<file path="config.mk">
export PLATFORM = sky130hd
export DESIGN_NAME = iob_assim_fifo_ctrl
export DESIGN_NICKNAME = d
export VERILOG_FILES = /design/src/rtl/iob_assim_fifo_ctrl.sv
export SDC_FILE = /design/constraint.sdc
export NUM_CORES = 1
export LEC_CHECK = 0
export CORE_MARGIN = 2
export CORE_UTILIZATION = 30
export DETAILED_ROUTE_END_ITERATION = 8
export PLACE_DENSITY_LB_ADDON = 0.1
export SLEW_MARGIN = 20
export SYNTH_ARGS = -nofsm -noshare
export SYNTH_HDL_FRONTEND = slang
export SYNTH_SLANG_ARGS = --single-unit
export TNS_END_PERCENT = 30
</file>
<file path="constraint.sdc">
create_clock -name clk -period 4.4 [get_ports clk]
set_input_delay 0.66 -clock clk [delete_from_list [all_inputs] [get_ports clk]]
set_output_delay 0.66 -clock clk [all_outputs]
set_load 0.03 [all_outputs]
</file>
<file path="src/rtl/iob_assim_fifo_ctrl.sv">
// Pointer/level controller that turns a wide-write, narrow-read RAM into a width-down-converting FIFO.
// Optional sticky error flags are enabled by defining IOB_ASSIM_FIFO_ERR_EN.
module iob_assim_fifo_ctrl #(
  parameter int W_DATA_W = 16,
  parameter int R_DATA_W = 8,
  parameter int W_ADDR_W = 6,
  parameter int R_ADDR_W = 7
) (
  input  logic                clk,
  input  logic                rst_n,
  input  logic                push,
  input  logic [W_DATA_W-1:0] push_data,
  output logic                full,
  input  logic                pop,
  output logic [R_DATA_W-1:0] pop_data,
  output logic                pop_valid,
  output logic                empty,
  output logic [R_ADDR_W:0]   level,
  output logic                err_ovf,
  output logic                err_udf,
  output logic                mem_w_en,
  output logic                mem_w_port_en,
  output logic [W_ADDR_W-1:0] mem_w_addr,
  output logic [W_DATA_W-1:0] mem_data_in,
  output logic                mem_r_port_en,
  output logic [R_ADDR_W-1:0] mem_r_addr,
  input  logic [R_DATA_W-1:0] mem_data_out
);

  localparam int RATIO = W_DATA_W / R_DATA_W;
  localparam int LVL_W = R_ADDR_W + 1;
  localparam logic [LVL_W-1:0] DEPTH       = LVL_W'(1 << R_ADDR_W);
  localparam logic [LVL_W-1:0] RATIO_LVL   = LVL_W'(RATIO);
  localparam logic [LVL_W-1:0] FULL_THRESH = DEPTH - RATIO_LVL;

  logic [W_ADDR_W-1:0] w_ptr;
  logic [R_ADDR_W-1:0] r_ptr;
  logic [LVL_W-1:0]    level_q;
  logic [LVL_W-1:0]    level_nxt;
  logic                pop_valid_q;
  logic                push_acc;
  logic                pop_acc;

  // Full blocks any push that would not fit a whole wide word.
  assign full  = (level_q > FULL_THRESH);
  assign empty = (level_q == '0);
  assign level = level_q;

  assign push_acc = rst_n & push & ~full;
  assign pop_acc  = rst_n & pop & ~empty;

  assign mem_w_en      = push_acc;
  assign mem_w_port_en = push_acc;
  assign mem_w_addr    = w_ptr;
  assign mem_data_in   = push_data;
  assign mem_r_port_en = pop_acc;
  assign mem_r_addr    = r_ptr;

  assign pop_data  = mem_data_out;
  assign pop_valid = pop_valid_q;

  always_comb begin
    level_nxt = level_q;
    if (push_acc) level_nxt = level_nxt + RATIO_LVL;
    if (pop_acc)  level_nxt = level_nxt - LVL_W'(1);
  end

  always_ff @(posedge clk) begin
    if (!rst_n) begin
      w_ptr       <= '0;
      r_ptr       <= '0;
      level_q     <= '0;
      pop_valid_q <= 1'b0;
    end else begin
      if (push_acc) w_ptr <= w_ptr + W_ADDR_W'(1);
      if (pop_acc)  r_ptr <= r_ptr + R_ADDR_W'(1);
      level_q     <= level_nxt;
      pop_valid_q <= pop_acc;
    end
  end

`ifdef IOB_ASSIM_FIFO_ERR_EN
  logic err_ovf_q;
  logic err_udf_q;

  always_ff @(posedge clk) begin
    if (!rst_n) begin
      err_ovf_q <= 1'b0;
      err_udf_q <= 1'b0;
    end else begin
      if (push && full)  err_ovf_q <= 1'b1;
      if (pop  && empty) err_udf_q <= 1'b1;
    end
  end

  assign err_ovf = err_ovf_q;
  assign err_udf = err_udf_q;
`else
  assign err_ovf = 1'b0;
  assign err_udf = 1'b0;
`endif

endmodule

</file>
==> reports/metrics.csv, run 1 <==
metric,value,unit
status,"finished, final reports clean",
R2R Path Start,level[2],
Critical-path top delay cell,clkdlybuf4s50_1,
worst slack at placement,1.159,ns
Initial Util,0.3135,
Seq pwr share,0.293,
crit path cell chain,clkdlybuf4s50_1 -> nand3b_2 -> a21oi_2 -> clkdlybuf4s50_1,
Synth top area share,0.2936,
Post-synth top cells,"28 x buf_4, 22 x dfxtp_1, 19 x nand2_1, 16 x nor2_1, 9 x xor2_1",
Ant. Diodes,0,
cts hold-fix bufs,0,
most instantiated library cell after synthesis,buf_4,
antenna violations before repair,0,
Max-Cap Viols,0,
Yosys cell types,50,
IO Count,81,
GPL Wtd Cong,0.7132,
worst vdd ir,379.5,uV
cts bufs inserted,3,
worst hold path startpoint,mem_w_addr[1],
Power Density,689.1,nW/um^2
WL final,3.257,mm
"Avg Cell Area, Syn",8.524,um^2
nets,209,
Max Buffers Root-to-Sink,2,
hold_ws,0.5054,ns
netlist area before placement,1500,um^2
antenna-violating nets left,0,
post-route setup TNS,0,ns
critical path class,in -> out,
vias in the first global route,1075,
1st-iter DRT viols,69,
clk_lat worst skew,0.26,ns
CP endpoint kind,primary output,
crit share post-route,0.7412,
post-detail-place hpwl,2.316,mm
Leakage,0.6148,nW
unrepaired setup endpoints after global routing,no,
Pre-antenna DRT Iters,4,
"Clk pin slew, worst setup/hold paths",0.07,ns
first-pass GRT wire length,5.264,mm
Die Width,74.72,um
CTS HTree Levels,1,
Yosys top cell by area,dfxtp_1,
placed cells,239,
number of setup buffers added after CTS,0,
power share of the clock group,0.157,
DIE HEIGHT,74.72,um
GR Overflow Total,0,
top post-synthesis cells by area,"dfxtp_1 29%, buf_4 14%, xor2_1 5.3%",
sw frac,0.4440,
ys flop type,dfxtp_1,
synthesized instance count,176,
Vias,1154,
CP peak stage delay,0.76,ns
pin count of the biggest net entering global routing,23,
CP Launch Type,input pin,
Internal,653.4,uW
final std cells w/o fill,243,
core footprint,4786,um^2
"delay-heaviest family, CP",buffers and inverters,
final-report hold violation count,0,
critical path peak fanout,10,
worst min path class,reg -> reg,
# setup viols final,0,
Clock Sinks,22,
WP buf/inv,2,
Required @ worst endpoint,3.74,ns
"Seq/Total Area, Yosys",0.2936,
Tmin final,3.261,ns
Avg WL per Cell,13.40,um
CP most frequent cell,clkdlybuf4s50_1,
share of cells above drive strength 1,0.1250,
Root Driver,clkbuf_8,
post_cts resized,0,
Yosys reg bits,22,
FMAX,0.3066,GHz
Post-synth ARST share,0,
All-Layer GR Usage,0.1197,
switching power total,521.7,uW
synth warn,0,
die area,5582,um^2
final worst slack,1.139,ns
Critical path origin,rst_n,
combinational fraction of design power,0.550,
number of synthesized flops with an enable pin,0,
CTS tree,done,
vias per inst,4.749,
Layout Skew,0.006862,ns
IO Port Bufs,30,
"Arr. time, crit path",2.60,ns
Layout area overhead,13.68,%
drc violations,0,
row count,25,
Max Slew Vio Count,0,
[final timing paths]
kind | to | slack, ns | cells past startpoint
min | mem_w_addr[1] | 0.51 | 2
max reg2reg | level[4] | 2.20 | 7
min reg2reg | mem_w_addr[1] | 0.51 | 2
max | mem_w_en | 1.14 | 4
[worst reg2reg max path, stage by stage (launching register included)]
cell and delay, ns:
dfxtp_1 0.42, and3_2 0.31, a21oi_2 0.42, mux2_2 0.28, ha_1 0.18, nand4_2 0.14
nor3_1 0.28, nor3b_2 0.07
[area by class of cell]
| cell class | instances | area, um^2 |
|---|---|---|
| Timing Repair Buffer | 31 | 307.8 |
| Fill cell | 502 | 3080 |
| Clock inverter | 1 | 30.03 |
| Sequential cell | 22 | 440.4 |
| Tap cell | 67 | 83.83 |
| Clock buffer | 3 | 41.29 |
| Multi-Input combinational cell | 117 | 794.5 |
| Inverter | 2 | 7.507 |
[per-stage QoR]
stage / util / cell area, um^2 / power, mW
floorplan: - / 1504 / 0.8501
global placement: 0.3414 / 1634 / 0.9938
detailed placement: 0.3414 / 1634 / 0.9931
CTS: 0.3563 / 1705 / 1.186
global route: 0.3563 / 1705 / 1.255
finish: 0.3563 / 1705 / 1.175
[logic make-up (layout without fill, tap and decap cells)]
kind of cell	count (synthesis)	in the layout	share of synthesized area
buffers and inverters	38	37	0.1793
adders and majority gates	4	4	0.03336
xor gates and xnor gates	16	16	0.09341
other	1	2	0.002500
DFF	22	22	0.2936
AOI/OAI and AO/OA	22	22	0.1093
muxes	5	5	0.03503
and+or+nand+nor	68	68	0.2536
[registers in the layout, indices dropped and copies added, names as in the netlist]
register / flops
mem_r_addr: 7
mem_w_addr: 6
level: 8
pop_valid: 1
[per-layer routing]
| metal | GRT usage | vias up | wire (um) | part of all wire |
|---|---|---|---|---|
| li1 | - | 572 | - | - |
| met4 | 0.05357 | 0 | 87 | 0.027 |
| met5 | 0 | - | 0 | 0 |
| met3 | 0.02142 | 24 | 218 | 0.067 |
| met1 | 0.1846 | 519 | 1650 | 0.51 |
| met2 | 0.1593 | 39 | 1300 | 0.40 |
[power groups by stage]
stage | sequential [mW] | clock (mW) | combinational (mW)
2_1_floorplan | 0.380 | 0 | 0.470
3_5_place_dp | 0.347 | 0 | 0.646
4_1_cts | 0.343 | 0.192 | 0.650
6_report | 0.344 | 0.185 | 0.646
3_3_place_gp | 0.347 | 0 | 0.646
5_1_grt | 0.354 | 0.202 | 0.699
[placed cells by master (no fill, tap or decap), drive strengths merged, types with 4 or more instances in the layout]
cell type and count:
clkdlybuf4s50 30, a21oi 8, ha 4, nor2 17, xor2 9, nand2 19
nor3 6, dfxtp 22, xnor2 7, nand4 7
Power figures use the tool's default switching activity.
==> inputs of run 2 (changes only) <==
==> constraint.sdc (replaced) <==
create_clock -name clk -period 3.1 [get_ports clk]
set_input_delay 0.465 -clock clk [delete_from_list [all_inputs] [get_ports clk]]
set_output_delay 0.465 -clock clk [all_outputs]
set_load 0.03 [all_outputs]
==> reports/metrics.csv, run 2 (synthesis results as in run 1) <==
metric,value,unit,change
status,"finished, final reports clean",,
Power Density,979.9,nW/um^2,+42%
Leakage,0.6245,nW,+1.6%
met2 wire len,1.341,mm,+3.2%
worst vdd ir,627.5,uV,+65%
number of fillers in the final layout,500,,-0.40%
final worst slack,0.5466,ns,-0.5920 ns
Die Width,74.72,um,unchanged
vias in the first global route,1097,,+2.0%
share of cells above drive strength 1,0.1348,,+0.009831
"most common cell after layout, fill and taps aside",clkdlybuf4s50_1,,
final std cells w/o fill,245,,+0.82%
pin count of the biggest net entering global routing,22,,-4.3%
first-pass GRT wire length,5.375,mm,+2.1%
antenna-violating nets left,0,,unchanged
clk_lat worst skew,0.26,ns,about the same
reg2reg setup slack,0.97,ns,-1.23 ns
WL final,3.335,mm,+2.4%
nets,211,,+0.96%
Required @ worst endpoint,2.63,ns,-1.11 ns
most frequent cells in the layout,"30 x clkdlybuf4s50_1, 22 x dfxtp_1, 19 x nand2_1, 16 x nor2_1, 9 x xor2_1",,
unrepaired setup endpoints after global routing,no,,
met3 WL,216,um,-0.92%
Initial Util,0.3135,,unchanged
Vias,1166,,+1.0%
critical path peak fanout,6,,-4
number of setup buffers added after CTS,0,,unchanged
worst slack at placement,0.5339,ns,-0.6255 ns
Avg WL per Cell,13.61,um,+1.6%
Pre-antenna DRT Iters,4,,unchanged
post-detail-place hpwl,2.450,mm,+5.7%
Tmin final,2.553,ns,
"Clk pin slew, worst setup/hold paths",0.08,ns,about the same
placed cells,241,,+0.84%
IO Count,81,,unchanged
Multi-input gate area,794.5,um^2,unchanged
GR Overflow Total,0,,unchanged
FMAX,0.3916,GHz,
"Arr. time, crit path",2.09,ns,-0.51 ns
register area,440.4,um^2,unchanged
# setup viols final,0,,unchanged
1st-iter DRT viols,78,,+13%
Max Slew Vio Count,0,,unchanged
DIE HEIGHT,74.72,um,unchanged
cts bufs inserted,3,,unchanged
antenna violations before repair,0,,unchanged
vias per inst,4.759,,+0.22%
critical path class,in -> out,,
final-report hold violation count,0,,unchanged
CP Launch Type,input pin,,
IO Port Bufs,30,,unchanged
Max-Cap Viols,0,,unchanged
Layout area overhead,14.68,%,
All-Layer GR Usage,0.1221,,+0.002364
Largest register FFs,8,,unchanged
Power Total,1.686,mW,+43%
drc violations,0,,unchanged
Ant. Diodes,0,,unchanged
die area,5582,um^2,unchanged
Layout Skew,0.002752,ns,-0.004110 ns
GPL Wtd Cong,0.7724,,+8.3%
post-route setup TNS,0,ns,unchanged
placed cell area,1649,um^2,+0.92%
row count,25,,unchanged
finished layout cell area,1720,um^2,+0.88%
DRT met1 WL,1.689,mm,+2.4%
crit share post-route,0.8237,,
worst min path class,reg -> reg,,
Clock Sinks,22,,unchanged
core footprint,4786,um^2,unchanged
Root Driver,clkbuf_8,,
post_cts resized,0,,unchanged
top sig layer,met4,,
Max Buffers Root-to-Sink,2,,unchanged
CTS tree,done,,
CTS HTree Levels,1,,unchanged
CP endpoint kind,primary output,,
cts hold-fix bufs,0,,unchanged
## run 2: cell count changes in the layout (fill, tap and decap cells not counted), sizes merged
cell	previous run	this run
buf	1	3
## run 2: per-layer routing
metal | track usage | up-vias
met5 | 0 | -
met4 | 0.05556 | 0
met3 | 0.02811 | 24
met2 | 0.1721 | 31
met1 | 0.1759 | 530
li1 | - | 581
## run 2: report_power, final
group,internal [mW],total [mW],switching (mW)
Clock,0.172,0.264,0.0920
Sequential,0.347,0.485,0.137
Combinational,0.420,0.937,0.517
## run 2: path summary, 6_finish.rpt
kind                            depth (start not counted)     startpoint             to
worst max-delay path                                    4          rst_n  mem_w_port_en
worst min-delay path                                    2  mem_r_addr[1]  mem_r_addr[1]
worst max register to register                          8       level[4]       level[4]
worst min register to register                          2  mem_r_addr[1]  mem_r_addr[1]
## run 2: per-stage QoR
| step | hold WS, ns | util |
|---|---|---|
| 2_1_floorplan | 0.5968 | - |
| 3_3_place_gp | 0.5009 | 0.3446 |
| 3_5_place_dp | 0.5065 | 0.3446 |
| 4_1_cts | 0.5210 | 0.3595 |
| 5_1_grt | 0.5487 | 0.3595 |
| 6_report | 0.5199 | 0.3595 |
## run 2: layout make-up
| type | instances | share of cell area |
|---|---|---|
| Sequential cell | 22 | 0.2560 |
| Inverter | 2 | 0.004364 |
| Timing Repair Buffer | 33 | 0.1876 |
| Clock buffer | 3 | 0.02400 |
| Tap cell | 67 | 0.04873 |
| Clock inverter | 1 | 0.01745 |
| Multi-Input combinational cell | 117 | 0.4618 |
## run 2: critical path, stage by stage
cell and delay, ns:
clkdlybuf4s50_1 0.56, nand3b_2 0.18, a21oi_2 0.19, clkdlybuf4s50_1 0.69
==> inputs of run 3 (changes only) <==
==> constraint.sdc (replaced) <==
create_clock -name clk -period 2.5 [get_ports clk]
set_input_delay 0.375 -clock clk [delete_from_list [all_inputs] [get_ports clk]]
set_output_delay 0.375 -clock clk [all_outputs]
set_load 0.03 [all_outputs]
==> reports/metrics.csv, run 3 (synthesis results as in run 1) <==
metric,value,unit,change
critical path peak fanout,8,,+2
worst hold endpoint,mem_w_addr[1],,
FMAX,0.4315,GHz,
final-report hold violation count,0,,unchanged
post-route setup TNS,0,ns,unchanged
Die Width,74.72,um,unchanged
combinational fraction of design power,0.566,,+0.010
worst slack at placement,0.2666,ns,-0.2673 ns
CTS tree,done,,
vias in the first global route,1000,,-8.8%
Max-Cap Viols,0,,unchanged
cts bufs inserted,3,,unchanged
power share of the clock group,0.159,,+0.002
pin count of the biggest net entering global routing,22,,unchanged
IO Port Bufs,30,,unchanged
"Clk pin slew, worst setup/hold paths",0.09,ns,about the same
1st-iter DRT viols,36,,-54%
CTS HTree Levels,1,,unchanged
Avg WL per Cell,13.76,um,+1.1%
Post-Route Utilization,0.3621,,+0.002615
sw frac,0.4444,,+0.001889
reg2reg setup slack,0.57,ns,-0.40 ns
worst vdd ir,761.3,uV,+21%
Internal,1.181,mW,+26%
nets,213,,+0.95%
Max Slew Vio Count,0,,unchanged
worst min path class,reg -> reg,,
row count,25,,unchanged
GR Overflow Total,0,,unchanged
Leakage,0.6524,nW,+4.5%
antenna violations before repair,0,,unchanged
Initial Util,0.3135,,unchanged
unrepaired setup endpoints after global routing,no,,
crit path cell chain,and4_1 -> nand2_1 -> nand2b_1 -> clkdlybuf4s50_1,,
final worst slack,0.1826,ns,-0.3639 ns
All-Layer GR Usage,0.1230,,+0.0009007
Power Density,1227,nW/um^2,+25%
DIE HEIGHT,74.72,um,unchanged
Seq pwr share,0.275,,-0.012
CP Launch Type,flip-flop,,
"Arr. time, crit path",1.94,ns,-0.15 ns
Power Total,2.126,mW,+26%
# setup viols final,0,,unchanged
hold path cells,2,,unchanged
crit share post-route,0.9269,,
WL final,3.399,mm,+1.9%
Tmin final,2.317,ns,
IO Count,81,,unchanged
antenna-violating nets left,0,,unchanged
Max Buffers Root-to-Sink,2,,unchanged
Layout Skew,0.009950,ns,+0.007198 ns
finished layout cell area,1733,um^2,+0.73%
GPL Wtd Cong,0.7202,,-6.8%
status,"finished, final reports clean",,
most frequent cells in the layout,"26 x clkdlybuf4s50_1, 20 x dfxtp_1, 19 x nand2_1, 16 x nor2_1, 9 x xor2_1",,
drc violations,0,,unchanged
post-detail-place hpwl,2.564,mm,+4.7%
worst hold path startpoint,mem_w_addr[1],,
Pre-antenna DRT Iters,4,,unchanged
placed cell area,1657,um^2,+0.46%
cts hold-fix bufs,0,,unchanged
Worst R2R Path Depth,7,,-1
worst flop-to-flop path endpoint,level[7],,
Clock Sinks,22,,unchanged
share of cells above drive strength 1,0.1722,,+0.03739
Ant. Diodes,0,,unchanged
Layout area overhead,15.51,%,
die area,5582,um^2,unchanged
Required @ worst endpoint,2.12,ns,-0.51 ns
core footprint,4786,um^2,unchanged
vias per inst,4.785,,+0.55%
switching power total,944.9,uW,+27%
CP peak stage delay,0.66,ns,-0.03 ns
CP endpoint kind,primary output,,
R2R Path Start,level[1],,
number of fillers in the final layout,490,,-2.0%
critical path class,reg -> out,,
first-pass GRT wire length,5.299,mm,-1.4%
Largest register FFs,8,,unchanged
"most common cell after layout, fill and taps aside",clkdlybuf4s50_1,,
Vias,1182,,+1.4%
clk_lat worst skew,0.27,ns,about the same
Critical-path top delay cell,clkdlybuf4s50_1,,
Root Driver,clkbuf_8,,
-- run 3: cell count changes in the layout (fill, tap and decap cells not counted) --
cell / delta
dfxtp_1: -2
buf_4: +5
dfxtp_2: +2
dlymetal6s2s_1: +1
clkdlybuf4s50_1: -4
-- run 3: how the worst max path moves through the flow --
stage	startpoint	to	cells past startpoint
floorplan	level[2]	level[4]	9
global placement	rst_n	level[4]	8
detailed placement	rst_n	level[4]	8
CTS	level[4]	empty	3
global route	level[5]	full	4
finish	level[5]	full	4
-- run 3: power by group through the flow --
| stage | sequential, mW | clock (mW) | combinational [mW] |
|---|---|---|---|
| after floorplan | 0.669 | 0 | 0.827 |
| after global placement | 0.587 | 0 | 1.20 |
| after detailed placement | 0.589 | 0 | 1.20 |
| after CTS | 0.582 | 0.348 | 1.21 |
| after global routing | 0.603 | 0.363 | 1.29 |
| final | 0.586 | 0.338 | 1.20 |
-- run 3: layout make-up --
type                            count  area, um^2  share of cell area
Inverter                            2       7.507            0.004332
Clock inverter                      1       30.03             0.01733
Timing Repair Buffer               35       332.8              0.1921
Clock buffer                        3       41.29             0.02383
Sequential cell                    22       442.9              0.2556
Multi-Input combinational cell    117       794.5              0.4585
Tap cell                           67       83.83             0.04838
-- run 3: critical path: cells and delay by family (launching register included) --
family                 cells  cell delay, ns
buffers and inverters      1            0.66
DFF                        1            0.51
and+or+nand+nor            3            0.50
-- run 3: through the flow --
stage,instances,hold slack [ns]
after floorplan,177,0.5237
after global placement,243,0.4904
after detailed placement,243,0.4931
after CTS,247,0.5064
after global routing,247,0.5230
final,247,0.5011
-- run 3: metal layers --
layer | vias up | global-route usage | wire length [um]
met2 | 36 | 0.1603 | 1400
met1 | 538 | 0.1900 | 1683
met4 | 0 | 0.05357 | 97
met5 | - | 0 | 0
li1 | 582 | - | -
met3 | 26 | 0.02677 | 217
-- run 3: what timing repair did --
item,in CTS,in global routing
gates resized for setup,0,3
setup endpoints to repair,0,2
buffers inserted,0,0
